<file path="src/rtl/ysyx_22050710_mdu_if.sv">
// Request/response bundle between the pipeline and the iterative multiply/divide unit.
// The slave modport is the unit's view; the master modport is the pipeline's view.
interface ysyx_22050710_mdu_if #(
  parameter int XLEN = 64
);
  logic            i_valid;
  logic            o_ready;
  logic [2:0]      i_op;
  logic            i_word;
  logic [XLEN-1:0] i_src1;
  logic [XLEN-1:0] i_src2;
  logic            i_flush;
  logic            o_valid;
  logic            i_ready;
  logic [XLEN-1:0] o_result;

  modport slave (
    input  i_valid, i_op, i_word, i_src1, i_src2, i_flush, i_ready,
    output o_ready, o_valid, o_result
  );

  modport master (
    output i_valid, i_op, i_word, i_src1, i_src2, i_flush, i_ready,
    input  o_ready, o_valid, o_result
  );
endinterface

</file>
<file path="src/rtl/ysyx_22050710_mdu.sv">
// Iterative M-extension unit: radix-2 shift-add multiplier and restoring divider.
// Define YSYX_22050710_MDU_FASTPATH_EN to finish divide-by-zero, signed overflow and multiply-by-zero in one cycle.
module ysyx_22050710_mdu #(
  parameter int XLEN = 64
) (
  input  logic                i_clk,
  input  logic                i_rst_n,
  ysyx_22050710_mdu_if.slave  io_bus
);

  localparam int CW = $clog2(XLEN + 1);
  localparam int PW = 2 * XLEN;
  localparam logic [XLEN-1:0] ONES = '1;
  localparam logic [XLEN-1:0] LO32 = ONES >> (XLEN - 32);

  typedef enum logic [1:0] {IDLE, BUSY, DONE} state_t;

  state_t          r_state;
  logic [2:0]      r_op;
  logic            r_word;
  logic            r_sa;
  logic            r_sb;
  logic            r_divz;
  logic            r_fast;
  logic            r_valid;
  logic [CW-1:0]   r_cnt;
  logic [PW-1:0]   r_acc;
  logic [PW-1:0]   r_opa;
  logic [XLEN-1:0] r_opb;
  logic [XLEN-1:0] r_result;

  function automatic logic [XLEN-1:0] f_sext32(input logic [XLEN-1:0] v);
    logic signed [XLEN-1:0] t;
    t = $signed(v << (XLEN - 32));
    return t >>> (XLEN - 32);
  endfunction

  function automatic logic [XLEN-1:0] f_cneg(input logic [XLEN-1:0] v, input logic neg);
    return neg ? -v : v;
  endfunction

  // Accept-side decode: width selection, signedness and operand magnitudes
  logic            w_word;
  logic            w_a_sgn;
  logic            w_b_sgn;
  logic [XLEN-1:0] w_ea;
  logic [XLEN-1:0] w_eb;
  logic            w_sa;
  logic            w_sb;
  logic [XLEN-1:0] w_mag_a;
  logic [XLEN-1:0] w_mag_b;
  logic            w_divz;
  logic [CW-1:0]   w_n;
  logic            w_fast;
  logic [XLEN-1:0] w_special;

  assign w_word  = (XLEN == 64) ? io_bus.i_word : 1'b0;
  assign w_a_sgn = (io_bus.i_op == 3'b001) || (io_bus.i_op == 3'b010) ||
                   (io_bus.i_op == 3'b100) || (io_bus.i_op == 3'b110);
  assign w_b_sgn = (io_bus.i_op == 3'b001) || (io_bus.i_op == 3'b100) ||
                   (io_bus.i_op == 3'b110);
  assign w_ea    = w_word ? (w_a_sgn ? f_sext32(io_bus.i_src1) : (io_bus.i_src1 & LO32))
                          : io_bus.i_src1;
  assign w_eb    = w_word ? (w_b_sgn ? f_sext32(io_bus.i_src2) : (io_bus.i_src2 & LO32))
                          : io_bus.i_src2;
  assign w_sa    = w_a_sgn & w_ea[XLEN-1];
  assign w_sb    = w_b_sgn & w_eb[XLEN-1];
  assign w_mag_a = f_cneg(w_ea, w_sa);
  assign w_mag_b = f_cneg(w_eb, w_sb);
  assign w_divz  = (w_eb == '0);
  assign w_n     = w_word ? CW'(32) : CW'(XLEN);

`ifdef YSYX_22050710_MDU_FASTPATH_EN
  logic [XLEN-1:0] w_minneg;
  logic            w_ovf;
  logic            w_mulz;
  logic [XLEN-1:0] w_spec_raw;

  assign w_minneg = ONES << (w_word ? 31 : XLEN - 1);
  assign w_ovf    = io_bus.i_op[2] & ~io_bus.i_op[0] & (w_ea == w_minneg) & (w_eb == ONES);
  assign w_mulz   = ~io_bus.i_op[2] & ((w_ea == '0) | (w_eb == '0));
  assign w_fast   = io_bus.i_op[2] ? (w_divz | w_ovf) : w_mulz;

  always_comb begin
    w_spec_raw = '0;
    if (io_bus.i_op[2]) begin
      if (w_divz)     w_spec_raw = io_bus.i_op[1] ? w_ea : ONES;
      else if (w_ovf) w_spec_raw = io_bus.i_op[1] ? '0 : w_ea;
    end
  end

  assign w_special = w_word ? f_sext32(w_spec_raw) : w_spec_raw;
`else
  assign w_fast    = 1'b0;
  assign w_special = '0;
`endif

  // Per-iteration datapath: one product bit or one quotient bit per cycle
  logic [PW-1:0]   w_add;
  logic [XLEN:0]   w_trial;
  logic            w_ge;
  logic [XLEN-1:0] w_rem_nxt;

  assign w_add     = r_acc + (r_opb[0] ? r_opa : '0);
  assign w_trial   = {r_acc[XLEN-1:0], r_opb[XLEN-1]};
  assign w_ge      = w_trial >= {1'b0, r_opa[XLEN-1:0]};
  assign w_rem_nxt = w_ge ? (w_trial[XLEN-1:0] - r_opa[XLEN-1:0]) : w_trial[XLEN-1:0];

  // Completion: sign fixup, result select, word-mode sign extension
  logic [PW-1:0]   w_prod;
  logic [XLEN-1:0] w_prod_hi;
  logic [XLEN-1:0] w_quo;
  logic [XLEN-1:0] w_rem;
  logic [XLEN-1:0] w_raw;
  logic [XLEN-1:0] w_final;

  assign w_prod    = (r_sa ^ r_sb) ? -r_acc : r_acc;
  assign w_prod_hi = r_word ? XLEN'(w_prod[63:32]) : w_prod[PW-1:XLEN];
  assign w_quo     = r_divz ? ONES : f_cneg(r_opb, r_sa ^ r_sb);
  assign w_rem     = f_cneg(r_acc[XLEN-1:0], r_sa);

  always_comb begin
    w_raw = '0;
    if (r_op[2])               w_raw = r_op[1] ? w_rem : w_quo;
    else if (r_op[1:0] == 2'b00) w_raw = w_prod[XLEN-1:0];
    else                       w_raw = w_prod_hi;
  end

  assign w_final = r_word ? f_sext32(w_raw) : w_raw;

  always_ff @(posedge i_clk) begin
    if (!i_rst_n) begin
      r_state  <= IDLE;
      r_valid  <= 1'b0;
      r_result <= '0;
      r_cnt    <= '0;
    end else if (io_bus.i_flush) begin
      r_state <= IDLE;
      r_valid <= 1'b0;
      r_cnt   <= '0;
    end else begin
      case (r_state)
        IDLE: begin
          if (io_bus.i_valid) begin
            r_op   <= io_bus.i_op;
            r_word <= w_word;
            r_sa   <= w_sa;
            r_sb   <= w_sb;
            r_divz <= w_divz;
            r_fast <= w_fast;
            r_acc  <= '0;
            // Dividend is left-aligned so the MSB-first divider sees word operands at the top
            if (io_bus.i_op[2]) begin
              r_opa <= PW'(w_mag_b);
              r_opb <= w_word ? (w_mag_a << (XLEN - 32)) : w_mag_a;
            end else begin
              r_opa <= PW'(w_mag_a);
              r_opb <= w_mag_b;
            end
            r_cnt <= w_fast ? '0 : w_n;
            if (w_fast) r_result <= w_special;
            r_state <= BUSY;
          end
        end
        BUSY: begin
          if (r_cnt != '0) begin
            r_cnt <= r_cnt - CW'(1);
            if (r_op[2]) begin
              r_acc <= PW'(w_rem_nxt);
              r_opb <= {r_opb[XLEN-2:0], w_ge};
            end else begin
              r_acc <= w_add;
              r_opa <= r_opa << 1;
              r_opb <= r_opb >> 1;
            end
          end else begin
            if (!r_fast) r_result <= w_final;
            r_valid <= 1'b1;
            r_state <= DONE;
          end
        end
        DONE: begin
          if (io_bus.i_ready) begin
            r_valid <= 1'b0;
            r_state <= IDLE;
          end
        end
        default: r_state <= IDLE;
      endcase
    end
  end

  assign io_bus.o_ready  = (r_state == IDLE) & i_rst_n;
  assign io_bus.o_valid  = r_valid;
  assign io_bus.o_result = r_result;

endmodule

</file>
<file path="src/flat_wrapper.sv">
// flat-port wrapper written by rule: the top's interface ports become plain ports
module ysyx_22050710_mdu_flat 
#(
  parameter int XLEN = 64
)
  (i_clk, i_rst_n, io_bus_i_valid, io_bus_i_op, io_bus_i_word, io_bus_i_src1, io_bus_i_src2, io_bus_i_flush, io_bus_i_ready, io_bus_o_ready, io_bus_o_valid, io_bus_o_result);
  ysyx_22050710_mdu_if #(.XLEN(XLEN)) io_bus_i ();
  input  logic i_clk;
  input  logic i_rst_n;
  input wire logic [$bits(io_bus_i.i_valid)-1:0] io_bus_i_valid;
  input wire logic [$bits(io_bus_i.i_op)-1:0] io_bus_i_op;
  input wire logic [$bits(io_bus_i.i_word)-1:0] io_bus_i_word;
  input wire logic [$bits(io_bus_i.i_src1)-1:0] io_bus_i_src1;
  input wire logic [$bits(io_bus_i.i_src2)-1:0] io_bus_i_src2;
  input wire logic [$bits(io_bus_i.i_flush)-1:0] io_bus_i_flush;
  input wire logic [$bits(io_bus_i.i_ready)-1:0] io_bus_i_ready;
  output wire logic [$bits(io_bus_i.o_ready)-1:0] io_bus_o_ready;
  output wire logic [$bits(io_bus_i.o_valid)-1:0] io_bus_o_valid;
  output wire logic [$bits(io_bus_i.o_result)-1:0] io_bus_o_result;
  assign io_bus_i.i_valid = io_bus_i_valid;
  assign io_bus_i.i_op = io_bus_i_op;
  assign io_bus_i.i_word = io_bus_i_word;
  assign io_bus_i.i_src1 = io_bus_i_src1;
  assign io_bus_i.i_src2 = io_bus_i_src2;
  assign io_bus_i.i_flush = io_bus_i_flush;
  assign io_bus_i.i_ready = io_bus_i_ready;
  assign io_bus_o_ready = io_bus_i.o_ready;
  assign io_bus_o_valid = io_bus_i.o_valid;
  assign io_bus_o_result = io_bus_i.o_result;
  ysyx_22050710_mdu #(.XLEN(XLEN)) u_core (.i_clk(i_clk), .i_rst_n(i_rst_n), .io_bus(io_bus_i));
endmodule
</file>
<file path="config.mk">
export PLATFORM = sky130hd
export DESIGN_NAME = ysyx_22050710_mdu_flat
export DESIGN_NICKNAME = d
export VERILOG_FILES = /design/src/rtl/ysyx_22050710_mdu_if.sv /design/src/rtl/ysyx_22050710_mdu.sv /design/src/flat_wrapper.sv
export SDC_FILE = /design/constraint.sdc
export NUM_CORES = 2
export LEC_CHECK = 0
export BUFFER_PORTS_ARGS = -buffer_cell sky130_fd_sc_hd__clkbuf_2
export CORE_MARGIN = 2
export CORE_UTILIZATION = 25
export DETAILED_ROUTE_END_ITERATION = 16
export PLACE_DENSITY = 0.42
export SLEW_MARGIN = 20
export SYNTH_ARGS = -nofsm -noshare
export SYNTH_HDL_FRONTEND = slang
export SYNTH_SLANG_ARGS = --single-unit
</file>
<file path="constraint.sdc">
create_clock -name i_clk -period 11 [get_ports i_clk]
set_clock_uncertainty 0.1 [all_clocks]
set_input_delay 1.65 -clock i_clk [delete_from_list [all_inputs] [get_ports i_clk]]
set_output_delay 1.65 -clock i_clk [all_outputs]
set_load 0.02 [all_outputs]
</file>
* Word level (Yosys, flattened, before mapping)
Cells that the tools add are included.
Operators by class: add/subtract/negate cells 8, magnitude comparators 1, equal/unequal tests 11, muxes and demuxes 43, bitwise operators 7, reduce and logical (&&, ||, !) cells 19
Operator list (count):
- 2-to-1 mux 64 bit | 21
- 2-to-1 mux 128 bit | 8
- one-hot mux 128 bit (2 select lines) | 2
- negation 64 bit | 4
- adder 128 bit | 1
- negation 128 bit | 1
- one-hot mux 64 bit (2 select lines) | 1
- greater-or-equal comparator 65 x 64 -> 1 bit | 1
- logical NOT 64 bit | 1
- subtractor 64 bit | 1
- 2-to-1 mux 7 bit | 3
- one-hot mux 7 bit (2 select lines) | 1
- AND reduction 3 bit | 4
- != test 2 bit, second input constant | 4
- nonzero test 7 bit | 1
- subtractor 7 x 1 -> 7 bit, second input constant | 1
- == test 3 bit, second input constant | 2
- 2-to-1 mux 2 bit | 3
- one-hot mux 2 bit (3 select lines) | 1
- AND reduction 6 bit | 1
- logical OR 1 bit | 5
- AND reduction 5 bit | 1
- logical NOT 2 bit | 2
- AND reduction 4 bit | 1
- 12 further kinds | 18
Word-level totals: register bits 401, output and inout port bits 66, word-level logic and storage cells 101

* Depth between registers and ports, before layout
word-level depth 12, mapped depth 19, depth with buffers taken out 16

* Worst setup path after synthesis
OpenSTA, ideal clock, no wires.
path kind input port to flip-flop, from in io_bus_i_flush, to reg u_core.r_opa[0], enable pin, library setup time 0.772 ns, arrival 10.738 ns, required time 10.128 ns, path slack -0.610 ns, stages 3, buffers on the path 1, cells stage by stage nand2b_1 -> clkbuf_1 -> nor3_1
Between the ends: longest elaborated chain between the ends 2
Ends and longest elaborated chain:
- start, declared | line flat_wrapper.sv:15 | input wire logic [$bits(io_bus_i.i_flush)-1:0] io_bus_i_flush;
- inverter 1 bit (no source line)
- AND reduction 6 bit (no source line)
- end signal, assigned | line ysyx_22050710_mdu.sv:154 | r_opa <= PW'(w_mag_b);
- end signal, assigned | line ysyx_22050710_mdu.sv:157 | r_opa <= PW'(w_mag_a);
- end signal, assigned | line ysyx_22050710_mdu.sv:173 | r_opa <= r_opa << 1;
- end, declared | line ysyx_22050710_mdu.sv:28 | logic [PW-1:0] r_opa;
No other way between the ends. A chain may end at the register's enable or synchronous reset.

* Worst setup path after layout
from reg u_core.r_opb[0], to reg u_core.r_acc[127] (data pin)
Between the ends: longest elaborated chain between the ends 5
Ends and longest elaborated chain:
- start, declared | line ysyx_22050710_mdu.sv:29 | logic [XLEN-1:0] r_opb;
- start signal, assigned | line ysyx_22050710_mdu.sv:155 | r_opb <= w_word ? (w_mag_a << (XLEN - 32)) : w_mag_a;
- start signal, assigned | line ysyx_22050710_mdu.sv:158 | r_opb <= w_mag_b;
- start signal, assigned | line ysyx_22050710_mdu.sv:170 | r_opb <= {r_opb[XLEN-2:0], w_ge};
- 2-to-1 mux 128 bit | line ysyx_22050710_mdu.sv:104 | assign w_add = r_acc + (r_opb[0] ? r_opa : '0);
- adder 128 bit | line ysyx_22050710_mdu.sv:104
- 2-to-1 mux 128 bit | line ysyx_22050710_mdu.sv:168 | if (r_op[2]) begin
- 2-to-1 mux 128 bit | line ysyx_22050710_mdu.sv:166 | if (r_cnt != '0) begin
- one-hot mux 128 bit (2 select lines) | line ysyx_22050710_mdu.sv:142 | case (r_state)
- end signal, assigned | line ysyx_22050710_mdu.sv:169 | r_acc <= PW'(w_rem_nxt);
- end signal, assigned | line ysyx_22050710_mdu.sv:172 | r_acc <= w_add;
- end, declared | line ysyx_22050710_mdu.sv:27 | logic [PW-1:0] r_acc;
No other way between the ends. The select of a mux whose other input is x is not followed.

==> results.json <==
{
  "drc": 0,
  "slew_viol_final": 0,
  "reg2reg_slack_ps": 4450,
  "yosysMostFrequentCell": "nor2_1",
  "worst-slew-pin-transition_ps": 1210,
  "yosys.area.top_type": "edfxtp_1",
  "min_path_type": "reg2reg",
  "final-hold-violation-count": 0,
  "critPathCaptureType": "flip-flop",
  "setup_viol": 0,
  "cts_tree": "done",
  "synth_edf_count": 327,
  "timing.rr.end": "u_core.r_acc[127]$_SDFFCE_PP0P_",
  "crit_fanout": 57,
  "r2r_cells": 16,
  "synth-seq-cells": 401,
  "port_buffers": 202,
  "ir_worst_vdd_v": 0.000114,
  "crit_start": "u_core.r_opb[0]$_DFFE_PP_",
  "vias_per_cell": 5.48,
  "yosysSeqAreaShare_pct": 27.7,
  "synth_cell_types": 98,
  "cts_resized": 0,
  "path_clk_slew_ps": 70,
  "grt_use_total_pct": 22.3,
  "timing.fmax_mhz": 153,
  "cts_max_level": 2,
  "dr.pass1.iters": 6,
  "max_stage_delay_ps": 760,
  "synth_ff_type": "edfxtp_1",
  "cts_root_buf": "clkbuf_16",
  "syn_to_final_growth_pct": 11.9,
  "synth_area_um2": 40900,
  "antenna_found_initial": 5,
  "crit_type": "reg2reg",
  "drt_first_iter_violations": 4285,
  "initial_core_util_pct": 25.1,
  "wl_per_cell_um": 25.8,
  "die_h_um": 408,
  "layout_min_cycle_time_ps": 6550,
  "post-cts-setup-buffer-count": 0,
  "cp_num_cells": 16,
  "syn_inst": 5298,
  "wl_mm": 193,
  "cp_top_family": "simple AND/OR/NAND/NOR gates",
  "stdcell_count": 7480,
  "gr-total-overflow": 0,
  "rsz0062_at_grt": "false",
  "maxCapViolCount": 0,
  "syn_nets": 5634,
  "cts-buffers-inserted": 52,
  "crit_end": "u_core.r_acc[127]$_SDFFCE_PP0P_",
  "postLayoutCellArea_um2": 45700,
  "crit_slowest_cell": "a2111oi_0",
  "power_density_nw_per_um2": 109,
  "ios": 203,
  "yosys-top-cells-count": "590 x nor2_1, 587 x a21oi_1, 444 x o21ai_0",
  "timing.rr.start": "u_core.r_opb[0]$_DFFE_PP_",
  "worst_hold_slack_ps": 394,
  "arrival_ps": 7010,
  "dp_hpwl_mm": 152,
  "critical_path_buf_inv_count": 2,
  "path_cells": "inv_2 > buf_4 > nor2_1 > ha_1 > nand4_1 > or3_1 > nor4_1 > nand3_1 > o22ai_1 > o2111ai_1 > a2111oi_0 > nor2_1 > o21ai_1 > a31oi_1 > or4_1 > nand3_1",
  "cts.sinks": 401,
  "grt_start_max_net_pins": 129,
  "fp.dieW_um": 408,
  "status": "finished clean",
  "placed_cell_area_um2": 43800,
  "yosys_warnings": 0,
  "grt_pass1_vias": 39300,
  "layout.nets": 5595,
  "maxSlewHeadroom_pct": 19.1,
  "clk_latency_ps": 690,
  "synthTopCellsByArea": "edfxtp_1 24%, a21oi_1 7.2%, ha_1 6.0%",
  "rows": 148,
  "cts_hold_buf": 0,
  "cts.path.max_buffers": 3,
  "ant_nets": 0,
  "fin_crit_sh_pct": 59.6,
  "vias": 41000,
  "place.gp.congestion": 0.959,
  "synthArstFlopShare_pct": 0,
  "fin_setup_tns_ps": 0,
  "cp-start-kind": "flip-flop",
  "cp_data_required_time_ps": 11450,
  "die-area_um2": 167000,
  "synth_top_area_share_pct": 24.0,
  "layout-drive-gt1-share_pct": 8.15,
  "grt_pass1_wl_mm": 279,
  "numPlacedInstances": 7380,
  "core_area_um2": 163000,
  "cellLeakagePower_nw": 17.6,
  "syn_avg_cell_area_um2": 7.71
}
-- cell usage in the layout, fill, tap and decap left out, drive strengths merged, types with 164 or more instances in the layout --
cell type  Yosys  layout
a21oi        598     598
nor2         593     593
o21ai        449     449
nand2        438     438
edfxtp       327     327
xor2         278     278
clkbuf       303     263
xnor2        245     245
ha           197     197
inv          159     164
-- area by class of cell --
cell class | instances | area (µm²)
Clock inverter | 34 | 435
Timing Repair Buffer | 266 | 1520
Fill cell | 17900 | 117000
Inverter | 162 | 608
Clock buffer | 63 | 1450
Tap cell | 2175 | 2720
Multi-Input combinational cell | 4376 | 27700
Antenna cell | 3 | 7.51
Sequential cell | 401 | 11300
-- cell families after synthesis --
family / count (synthesis) / share of synthesized area (%)
buffers and inverters: 521 / 4.92
flip-flops: 401 / 27.7
XOR/XNOR: 523 / 11.2
adder cells (fa/ha/maj): 199 / 6.13
AO/OA/AOI/OAI: 1780 / 26.7
multiplexers: 113 / 2.77
AND/OR/NAND/NOR: 1761 / 20.6
-- per-layer routing --
layer  vias to the layer above  track usage (%)  part of all wire, %
met4                         2             7.73                  3.7
met3                       241             2.67                  5.6
met2                      1399             35.1                   44
met5                         -                0               0.0067
met1                     20100             31.2                   46
li1                      19300                -                    -
-- power breakdown --
group          switching [mW]  internal (mW)
clock                   0.803           1.13
combinational           0.851          0.415
sequential             0.0804           1.71
total                    1.73           3.26
-- worst min-delay path, delay by kind of cell, from the launching register on --
family	cells	cell delay, ps
flip-flops	1	320
AO/OA/AOI/OAI	2	130
-- flip-flops by register name, summed over array words and instances (netlist names) --
register and count:
u_core.r_word 1, u_core.r_sb 1, u_core.r_op 3, u_core.r_sa 1, u_core.r_opb 64, u_core.r_acc 128
u_core.r_cnt 7, u_core.r_divz 1, u_core.io_bus.o_result 64, u_core.io_bus.o_valid 1, u_core.r_state 2, u_core.r_opa 128
-- how the worst min path moves through the flow --
stage	startpoint	slack, ps	to	cells after the start
2_1_floorplan	u_core.r_cnt[6]$_SDFFE_PP0P_	360	u_core.r_cnt[6]$_SDFFE_PP0P_	2
3_3_place_gp	u_core.r_cnt[6]$_SDFFE_PP0P_	380	u_core.r_cnt[6]$_SDFFE_PP0P_	2
3_5_place_dp	u_core.r_cnt[6]$_SDFFE_PP0P_	380	u_core.r_cnt[6]$_SDFFE_PP0P_	2
4_1_cts	u_core.r_cnt[6]$_SDFFE_PP0P_	390	u_core.r_cnt[6]$_SDFFE_PP0P_	2
5_1_grt	u_core.r_cnt[6]$_SDFFE_PP0P_	420	u_core.r_cnt[6]$_SDFFE_PP0P_	2
6_report	u_core.r_cnt[6]$_SDFFE_PP0P_	390	u_core.r_cnt[6]$_SDFFE_PP0P_	2
-- stage by stage --
step / total power [mW] / util, % / setup slack [ps]
3_5_place_dp: 3.07 / 26.9 / 4400
4_1_cts: 5.02 / 28.1 / 4430
3_3_place_gp: 3.07 / 26.9 / 4490
5_1_grt: 5.19 / 28.1 / 3950
6_report: 5.00 / 28.1 / 4450
2_1_floorplan: 2.60 / - / 148
(Power assumes the default switching activity.)
